--- config.mk ---
export PLATFORM = sky130hd
export DESIGN_NAME = keypad_mmio
export DESIGN_NICKNAME = d
export VERILOG_FILES = /design/src/rtl/keypad_pkg.sv /design/src/rtl/keypad_row_sync.sv /design/src/rtl/keypad_mmio.sv
export SDC_FILE = /design/constraint.sdc
export NUM_CORES = 1
export LEC_CHECK = 0
export CORE_MARGIN = 4
export CORE_UTILIZATION = 45
export DETAILED_ROUTE_END_ITERATION = 8
export PLACE_DENSITY_LB_ADDON = 0.3
export REMOVE_ABC_BUFFERS = 1
export SLEW_MARGIN = 5
export SYNTH_ARGS = -nofsm -noshare
export SYNTH_HDL_FRONTEND = slang
export SYNTH_SLANG_ARGS = --single-unit
--- constraint.sdc ---
create_clock -name clk -period 2.4 [get_ports clk]
set_input_delay 0.24 -clock clk [delete_from_list [all_inputs] [get_ports clk]]
set_output_delay 0.24 -clock clk [all_outputs]
set_load 0.01 [all_outputs]
--- src/rtl/keypad_pkg.sv ---
// Shared definitions for the memory-mapped 4x4 keypad responder:
// register offsets, KEY register bit positions and the scan state encoding.
package keypad_pkg;

    localparam logic [31:0] KEY_OFS  = 32'd0;
    localparam logic [31:0] CTRL_OFS = 32'd4;

    localparam int VALID_BIT   = 4;
    localparam int OVR_BIT     = 5;
    localparam int PRESSED_BIT = 6;

    typedef enum logic [1:0] {
        SCAN     = 2'd0,
        CHECK    = 2'd1,
        DEBOUNCE = 2'd2,
        HELD     = 2'd3
    } scan_state_t;

    // Index of the lowest active-low row in a captured pattern.
    function automatic logic [1:0] low_row_idx(input logic [3:0] pat);
        if (!pat[0])      return 2'd0;
        else if (!pat[1]) return 2'd1;
        else if (!pat[2]) return 2'd2;
        else              return 2'd3;
    endfunction

endpackage

--- src/rtl/keypad_row_sync.sv ---
// Two-flop row synchroniser plus a stability counter that pulses stable_done
// once the synchronised rows have matched the target for DEBOUNCE_CYCLES cycles.
module keypad_row_sync #(
    parameter int DEBOUNCE_CYCLES = 250000,
    parameter int CNT_W           = 18
) (
    input  logic       clk,
    input  logic       rst_n,
    input  logic [3:0] rows,
    input  logic [3:0] target,
    input  logic       enable,
    output logic [3:0] rows_s,
    output logic       stable_done
);

    localparam logic [CNT_W-1:0] STABLE_LAST = CNT_W'(DEBOUNCE_CYCLES - 1);

    logic [3:0]       rows_m;
    logic [CNT_W-1:0] stable_cnt;
    logic             match;

    assign match       = enable && (rows_s == target);
    assign stable_done = match && (stable_cnt == STABLE_LAST);

    // NOTE: non-blocking assignments make both stages sample on the same edge,
    // so rows_s really is two flops behind the pins rather than one.
    always_ff @(posedge clk or negedge rst_n) begin
        if (!rst_n) begin
            rows_m     <= 4'hF;
            rows_s     <= 4'hF;
            stable_cnt <= '0;
        end else begin
            rows_m <= rows;
            rows_s <= rows_m;
            if (!match || stable_done)
                stable_cnt <= '0;
            else if (stable_cnt != STABLE_LAST)
                stable_cnt <= stable_cnt + 1'b1;
        end
    end

endmodule

--- src/rtl/keypad_mmio.sv ---
// Keypad responder on the CPU data bus: column scan FSM, key latch,
// KEY/CTRL register bank and full 32-bit address decode.
module keypad_mmio
    import keypad_pkg::*;
#(
    parameter logic [31:0] BASE_ADDR       = 32'hFFFF_0010,
    parameter int          SETTLE_CYCLES   = 16,
    parameter int          DEBOUNCE_CYCLES = 250000
) (
    input  logic        clk,
    input  logic        rst_n,
    input  logic [31:0] address,
    input  logic [31:0] data_in,
    input  logic        wen,
    output logic [31:0] data_out,
    output logic        hit,
    output logic [3:0]  cols,
    input  logic [3:0]  rows
);

    localparam int MAX_CYCLES = (SETTLE_CYCLES > DEBOUNCE_CYCLES) ? SETTLE_CYCLES : DEBOUNCE_CYCLES;
    localparam int CNT_W      = $clog2(MAX_CYCLES);
    localparam logic [CNT_W-1:0] SETTLE_LAST = CNT_W'(SETTLE_CYCLES - 1);
    localparam logic [31:0] KEY_ADDR  = BASE_ADDR + KEY_OFS;
    localparam logic [31:0] CTRL_ADDR = BASE_ADDR + CTRL_OFS;

    scan_state_t      state, state_next;
    logic [1:0]       col_idx, col_next;
    logic [3:0]       pat, pat_next;
    logic [CNT_W-1:0] settle_cnt, settle_next;
    logic [3:0]       code;
    logic             valid, ovr;
    logic             latch;

    logic [3:0] rows_s;
    logic       stable_done;
    logic [3:0] sync_target;
    logic       sync_enable;

    assign sync_target = (state == HELD) ? 4'hF : pat;
    assign sync_enable = (state == DEBOUNCE) || (state == HELD);

    keypad_row_sync #(
        .DEBOUNCE_CYCLES(DEBOUNCE_CYCLES),
        .CNT_W          (CNT_W)
    ) u_row_sync (
        .clk        (clk),
        .rst_n      (rst_n),
        .rows       (rows),
        .target     (sync_target),
        .enable     (sync_enable),
        .rows_s     (rows_s),
        .stable_done(stable_done)
    );

    // NOTE: every output of this block gets a default first, so no path can
    // leave a signal unassigned and infer a latch.
    always_comb begin
        state_next  = state;
        col_next    = col_idx;
        pat_next    = pat;
        settle_next = '0;
        latch       = 1'b0;
        case (state)
            SCAN: begin
                if (settle_cnt == SETTLE_LAST) state_next = CHECK;
                else                           settle_next = settle_cnt + 1'b1;
            end
            CHECK: begin
                if (rows_s == 4'hF) begin
                    col_next   = col_idx + 2'd1;
                    state_next = SCAN;
                end else begin
                    pat_next   = rows_s;
                    state_next = DEBOUNCE;
                end
            end
            DEBOUNCE: begin
                // A changed pattern rescans the same column from a fresh settle.
                if (rows_s != pat) begin
                    state_next = SCAN;
                end else if (stable_done) begin
                    latch      = 1'b1;
                    state_next = HELD;
                end
            end
            HELD: begin
                if (stable_done) begin
                    col_next   = col_idx + 2'd1;
                    state_next = SCAN;
                end
            end
            default: state_next = SCAN;
        endcase
    end

    always_ff @(posedge clk or negedge rst_n) begin
        if (!rst_n) begin
            state      <= SCAN;
            col_idx    <= 2'd0;
            pat        <= 4'hF;
            settle_cnt <= '0;
        end else begin
            state      <= state_next;
            col_idx    <= col_next;
            pat        <= pat_next;
            settle_cnt <= settle_next;
        end
    end

    logic key_sel, ctrl_sel, clear;
    logic unused_data;

    assign key_sel     = (address == KEY_ADDR);
    assign ctrl_sel    = (address == CTRL_ADDR);
    assign clear       = wen && ctrl_sel && data_in[0];
    assign unused_data = ^data_in[31:1];

    // A latch in the same cycle as a clear wins, leaving ovr cleared.
    always_ff @(posedge clk or negedge rst_n) begin
        if (!rst_n) begin
            code  <= 4'h0;
            valid <= 1'b0;
            ovr   <= 1'b0;
        end else if (latch) begin
            code  <= {low_row_idx(pat), col_idx};
            valid <= 1'b1;
            ovr   <= clear ? 1'b0 : (ovr | valid);
        end else if (clear) begin
            valid <= 1'b0;
            ovr   <= 1'b0;
        end
    end

    logic [31:0] key_word;

    always_comb begin
        key_word              = '0;
        key_word[3:0]         = code;
        key_word[VALID_BIT]   = valid;
        key_word[OVR_BIT]     = ovr;
        key_word[PRESSED_BIT] = (state == HELD);
    end

    assign data_out = key_sel ? key_word : 32'h0;
    assign hit      = key_sel || ctrl_sel;
    assign cols     = ~(4'b0001 << col_idx);

endmodule

# Yosys cells after proc, flatten, opt, wreduce, memory -nomap -nowiden
# Cells that the tools add are included.
[word_totals]
register_bits = 58
latch_bits = 0
ramBits = 0
romBits = 0
inputBits = 71
word_cells = 72
memories = 0
[classes]
addsub = 3
n_mul = 0
n_div = 0
order_cmp = 0
n_eq_ne = 15
shift = 1
muxes = 25
bitwise = 3
reduce_logical = 15
[ops]
columns = ["op", "count"]
rows = [
  ["$mux 18", 4],
  ["$eq 32x32->1 const B", 2],
  ["$add 18x1->18 const B", 2],
  ["$eq 18x18->1 const B", 1],
  ["$eq 18x4->1 const B", 1],
  ["$mux 2", 9],
  ["$ne 18x18->1 const B", 1],
  ["$mux 1", 8],
  ["$pmux 2 s4", 1],
  ["$mux 7", 1],
  ["$reduce_and 3->1", 2],
  ["$reduce_bool 2->1", 3],
  ["$eq 2x2->1 const B", 2],
  ["$eq 4x4->1", 1],
  ["$eq 4x4->1 const B", 1],
  ["$logic_and 1x1->1", 4],
  ["$mux 4", 1],
  ["$ne 2x2->1 const B", 2],
  ["$ne 4x4->1", 1],
  ["$not 4->4", 1],
  ["$pmux 2 s2", 1],
  ["$shl 1x2->4 const A", 1],
  ["$logic_or 1x1->1", 3],
  ["$ne 3x1->1 const B", 1],
  ["other kinds (8)", 8],
]

# Depth between registers and ports, before layout
[depth]
depth_word = 9
depth_mapped = 8

# Modules after synthesis
# From an unflattened synthesis, not the netlist that was laid out.
[unflattened]
cells_unflattened = 325
area_unflattened_um2 = 3264.4
[by_module_without_submodules]
columns = ["mod", "n_inst", "cells_per_inst", "area_per_inst_um2", "seq_area_each_um2"]
rows = [
  ["keypad_mmio", 1, 215, 2013.2, 805.8],
  ["keypad_row_sync", 1, 110, 1251.2, 660.6],
]

# Worst setup path after synthesis
# OpenSTA, ideal clock, no wires.
[synth_path]
kind = "register -> register"
start = "register pat[0]"
end = "register code[0]"
t_arrival_ps = 1869
required_time_ps = 2275
path_slack_ps = 406
stages_incl_launch_ff = 7
n_path_buf = 1
period_less_slack_ps = 1994
cell_sequence = "dfstp_2 nor2b_1 a2111oi_4 o211ai_2 or3_1 buf_6 mux2_4"
[synth_between]
elab_chain_len = 7
[synth_rtl]
columns = ["element", "line", "rtl"]
rows = [
  ["start, declared", "keypad_mmio.sv:29", "logic [3:0] pat, pat_next;"],
  ["start signal, assigned", "keypad_mmio.sv:106", "pat <= pat_next;"],
  ["$mux 4", "keypad_mmio.sv:40", "assign sync_target = (state == HELD) ? 4'hF : pat;"],
  ["$eq 4x4->1", "keypad_row_sync.sv:22", "assign match = enable && (rows_s == target);"],
  ["$logic_and 1x1->1", "keypad_row_sync.sv:22", ""],
  ["$logic_and 1x1->1", "keypad_row_sync.sv:23", "assign stable_done = match && (stable_cnt == STABLE_LAST);"],
  ["$mux 1", "keypad_mmio.sv:82", "end else if (stable_done) begin"],
  ["$mux 1 (*)", "keypad_mmio.sv:80", "if (rows_s != pat) begin"],
  ["$mux 1 (*)", "keypad_mmio.sv:64", "case (state)"],
  ["end signal, assigned", "keypad_mmio.sv:126", "code <= {low_row_idx(pat), col_idx};"],
  ["end, declared", "keypad_mmio.sv:31", "logic [3:0] code;"],
]
# Mark *: on every way between the ends. The rest lies on a longest branch, timed or not.
# A chain may end at the register's enable or synchronous reset.

# Worst setup path after layout
[layout_path]
start = "input port address[1]"
end = "output port data_out[2]"
[layout_between]
elab_chain_len = 2
[layout_rtl]
columns = ["element", "line", "rtl"]
rows = [
  ["start, declared", "keypad_mmio.sv:12", "input logic [31:0] address,"],
  ["$eq 32x32->1", "keypad_mmio.sv:114", "assign key_sel = (address == KEY_ADDR);"],
  ["$mux 7", "keypad_mmio.sv:145", "assign data_out = key_sel ? key_word : 32'h0;"],
  ["end, declared", "keypad_mmio.sv:15", "output logic [31:0] data_out,"],
]
# Every way passes these cells.

==> flow_summary.ini <==
[pwr]
power.density_mw_per_mm2 = 666
max-vdd-ir-drop_uv = 554
power_leakage_uw = 0.00165

[logic_synthesis]
synth_ff_type = dfrtp_1
seq_area_frac_synth_pct = 47.8
avgSynthCellArea_um2 = 9.90
synth_cell_types = 47
ys_seq_elements = 58
async_flop_share_pct = 100
yosysWarnings = 0
syn_area_mm2 = 0.00307
synth-edff-count = 0
syn_inst = 310

[floorplan]
core-area_mm2 = 0.00649
die_y_um = 90.6
initial_utilization_pct = 47.3
pin_count = 108
die_x_um = 90.6
row_count = 29
die_area_mm2 = 0.00821

[setup_path]
endpoint_kind = primary output
worst-r2r-setup-slack_ns = 0.26
start_kind = primary input
reg2regPathDepth = 5
path_class = primary input to primary output
arrival_ns = 1.97
worstReg2RegStart = pat[0]
r2r_end = code[0]
worstPathRequired_ns = 2.16
path_max_fanout = 3

[finish]
area_delta_synth_final_pct = 24.6
antennaDiodeCount = 0
drive_above_1_share_pct = 14.7
num-fill-cells = 553
fin_area_mm2 = 0.00382
stdcell_count = 457
fin_nets = 452
post-route-util_pct = 58.9

[route]
routed_wl_um = 5840
dr.pass1.iters = 6
detail_route.vias_per_cell = 4.94
drt-wirelength-per-cell_um = 12.8
drt.antenna.violating_nets = 0
vias = 2259
drt_iter0_markers = 82
drc = 0

[grt]
grt_antenna_before_repair = 0
track_usage_pct = 15.7
grt_pass1_wl_um = 10400
overflow = 0
grt_max_degree = 59
first_global_vias = 2200

[sta]
slew_headroom_pct = 53.1
hold_viol = 0
final.setup.tns_ns = 0
worst_pin_slew_ns = 0.703
layout_min_cycle_time_ns = 2.21
final_max_slew_viol_count = 0
setup_viol = 0
clock.fmax_ghz = 0.453
period_share_pct = 92.0
fin_worst_skew_ns = 0.0104
rsz0062_at_grt = no

[placed_design]
globalplace.congestion = 0.800
placedCellCount = 440
dp_hpwl_um = 4400
place_area_mm2 = 0.00360
port-buffer-count = 51

[run]
max_cap_violations = 0

[cts]
cts_tree = yes
cts.sinks = 58
ctsLongestPathBuffers = 2
numCtsBuffers = 9
clkTransAtPathRegs_ns = 0.07
clock-root-buffer = clkbuf_8
htreeDepth = 3
cts_hold_buf = 0
clk-insertion-delay-late_ns = 0.34

[min_path]
min_path_type = primary input to async pin

[run_status]
status = finished, final reports clean
## final cells by class
type | count | area (µm²) | area share [%]
inverters | 15 | 56.3 | 1.47
flip-flops and latches | 58 | 1470 | 38.3
clock inverters | 4 | 50.0 | 1.31
repair buffers | 60 | 566 | 14.8
multi-input cells | 231 | 1440 | 37.5
well taps | 77 | 96.3 | 2.52
clock buffers | 12 | 155 | 4.06
## registers in the layout, summed over array words and instances, names as in the netlist
| name | count |
|---|---|
| u_row_sync.rows_m | 4 |
| ovr | 1 |
| settle_cnt | 18 |
| col_idx | 2 |
| state | 2 |
| pat | 4 |
| u_row_sync.stable_cnt | 18 |
| valid | 1 |
| u_row_sync.rows_s | 4 |
| code | 4 |
## metrics by stage
stage | total power (µW) | setup slack, ns | hold slack [ns]
after floorplan | 1470 | 0.411 | -0.0556
after global placement | 1650 | -0.145 | 0.346
after detailed placement | 1660 | -0.133 | 0.347
after CTS | 2590 | 0.101 | 0.0600
final | 2550 | 0.191 | 0.0463
after global routing | 2720 | 0.000597 | 0.0961
## synthesized netlist by cell type, types with 2 or more instances
cell type / number / share of area, %
inv_1: 15 / 1.8
xor2_1: 18 / 5.1
dfrtp_1: 46 / 37
or4_1: 3 / 0.73
and3_1: 3 / 0.61
xnor2_1: 13 / 3.7
nor2b_1: 5 / 1.0
o311ai_0: 2 / 0.57
and2_1: 8 / 1.6
nand3_1: 18 / 2.9
a21oi_1: 4 / 0.65
nor3_1: 3 / 0.49
o31ai_1: 3 / 0.73
nor4b_1: 2 / 0.57
nand2_1: 14 / 1.7
buf_2: 3 / 0.49
nor2_1: 54 / 6.6
nand4_1: 12 / 2.4
ha_1: 6 / 2.4
or3_1: 2 / 0.41
o21ai_0: 6 / 0.98
mux2_4: 2 / 0.98
nor4_1: 6 / 1.2
nand2b_1: 4 / 0.81
buf_4: 25 / 6.1
dfstp_2: 12 / 10
## cell families after synthesis
family	after synthesis	synth area share, %
multiplexers	3	1.34
flip-flops	58	47.8
buffers and inverters	45	8.92
adder cells (fa/ha/maj)	6	2.44
XOR/XNOR	31	8.84
AND/OR/NAND/NOR	142	24.1
other	1	0.122
AO/OA/AOI/OAI	24	6.44
## per-layer routing
layer	vias to the layer above	track usage (%)	part of all wire, %
li1	1127	-	-
met1	1063	19.5	44
met2	55	24.9	49
met3	14	4.33	4.5
met4	0	8.16	2.2
met5	-	0	0
## critical path, cell delays in order
cell             delay (ns)
clkdlybuf4s50_1        0.41
nor4_2                 0.25
and4b_1                0.22
nand4_1                0.14
nor2_2                 0.14
buf_4                  0.12
buf_4                  0.10
and2_1                 0.11
clkdlybuf4s15_1        0.23
## worst max-delay path by stage
stage | from | to | slack, ns | cells past startpoint
after global routing | address[20] | data_out[6] | 0.0006 | 9
after global placement | address[1] | data_out[4] | -0.15 | 8
after floorplan | pat[0] | code[0] | 0.41 | 5
after CTS | address[1] | hit | 0.10 | 7
final | address[1] | data_out[2] | 0.19 | 9
after detailed placement | address[1] | data_out[1] | -0.13 | 8
## cells in the final DEF, fill, tap and decap left out, types with 3 or more instances in the layout
master and n:
or4_1 3, nor2_1 53, inv_1 15, xnor2_1 13
clkdlybuf4s50_1 42, nor4_1 4, ha_1 6, nand2_1 14
nand3_1 18, xor2_1 18, conb_1 25, and2_1 8
o21ai_0 6, and3_1 3, dfstp_2 12, nor3_1 3
a21oi_1 4, nor2b_1 5, nand4_1 12, nand2b_1 4
o31ai_1 3, clkbuf_8 11, buf_4 9, dlygate4sd2_1 4
dfrtp_1 46
## where the power goes
group	switching, µW	internal, µW	total [µW]
Clock	380	534	914
Sequential	80.1	1090	1170
Combinational	249	217	466
## repair_timing
item	CTS	global route
resized for setup	9	6
setup endpoints to repair	7	4
gates cloned	0	0
pin swaps	1	3
buffers inserted	1	0
Note: power is estimated with default switching activity, not from simulation.
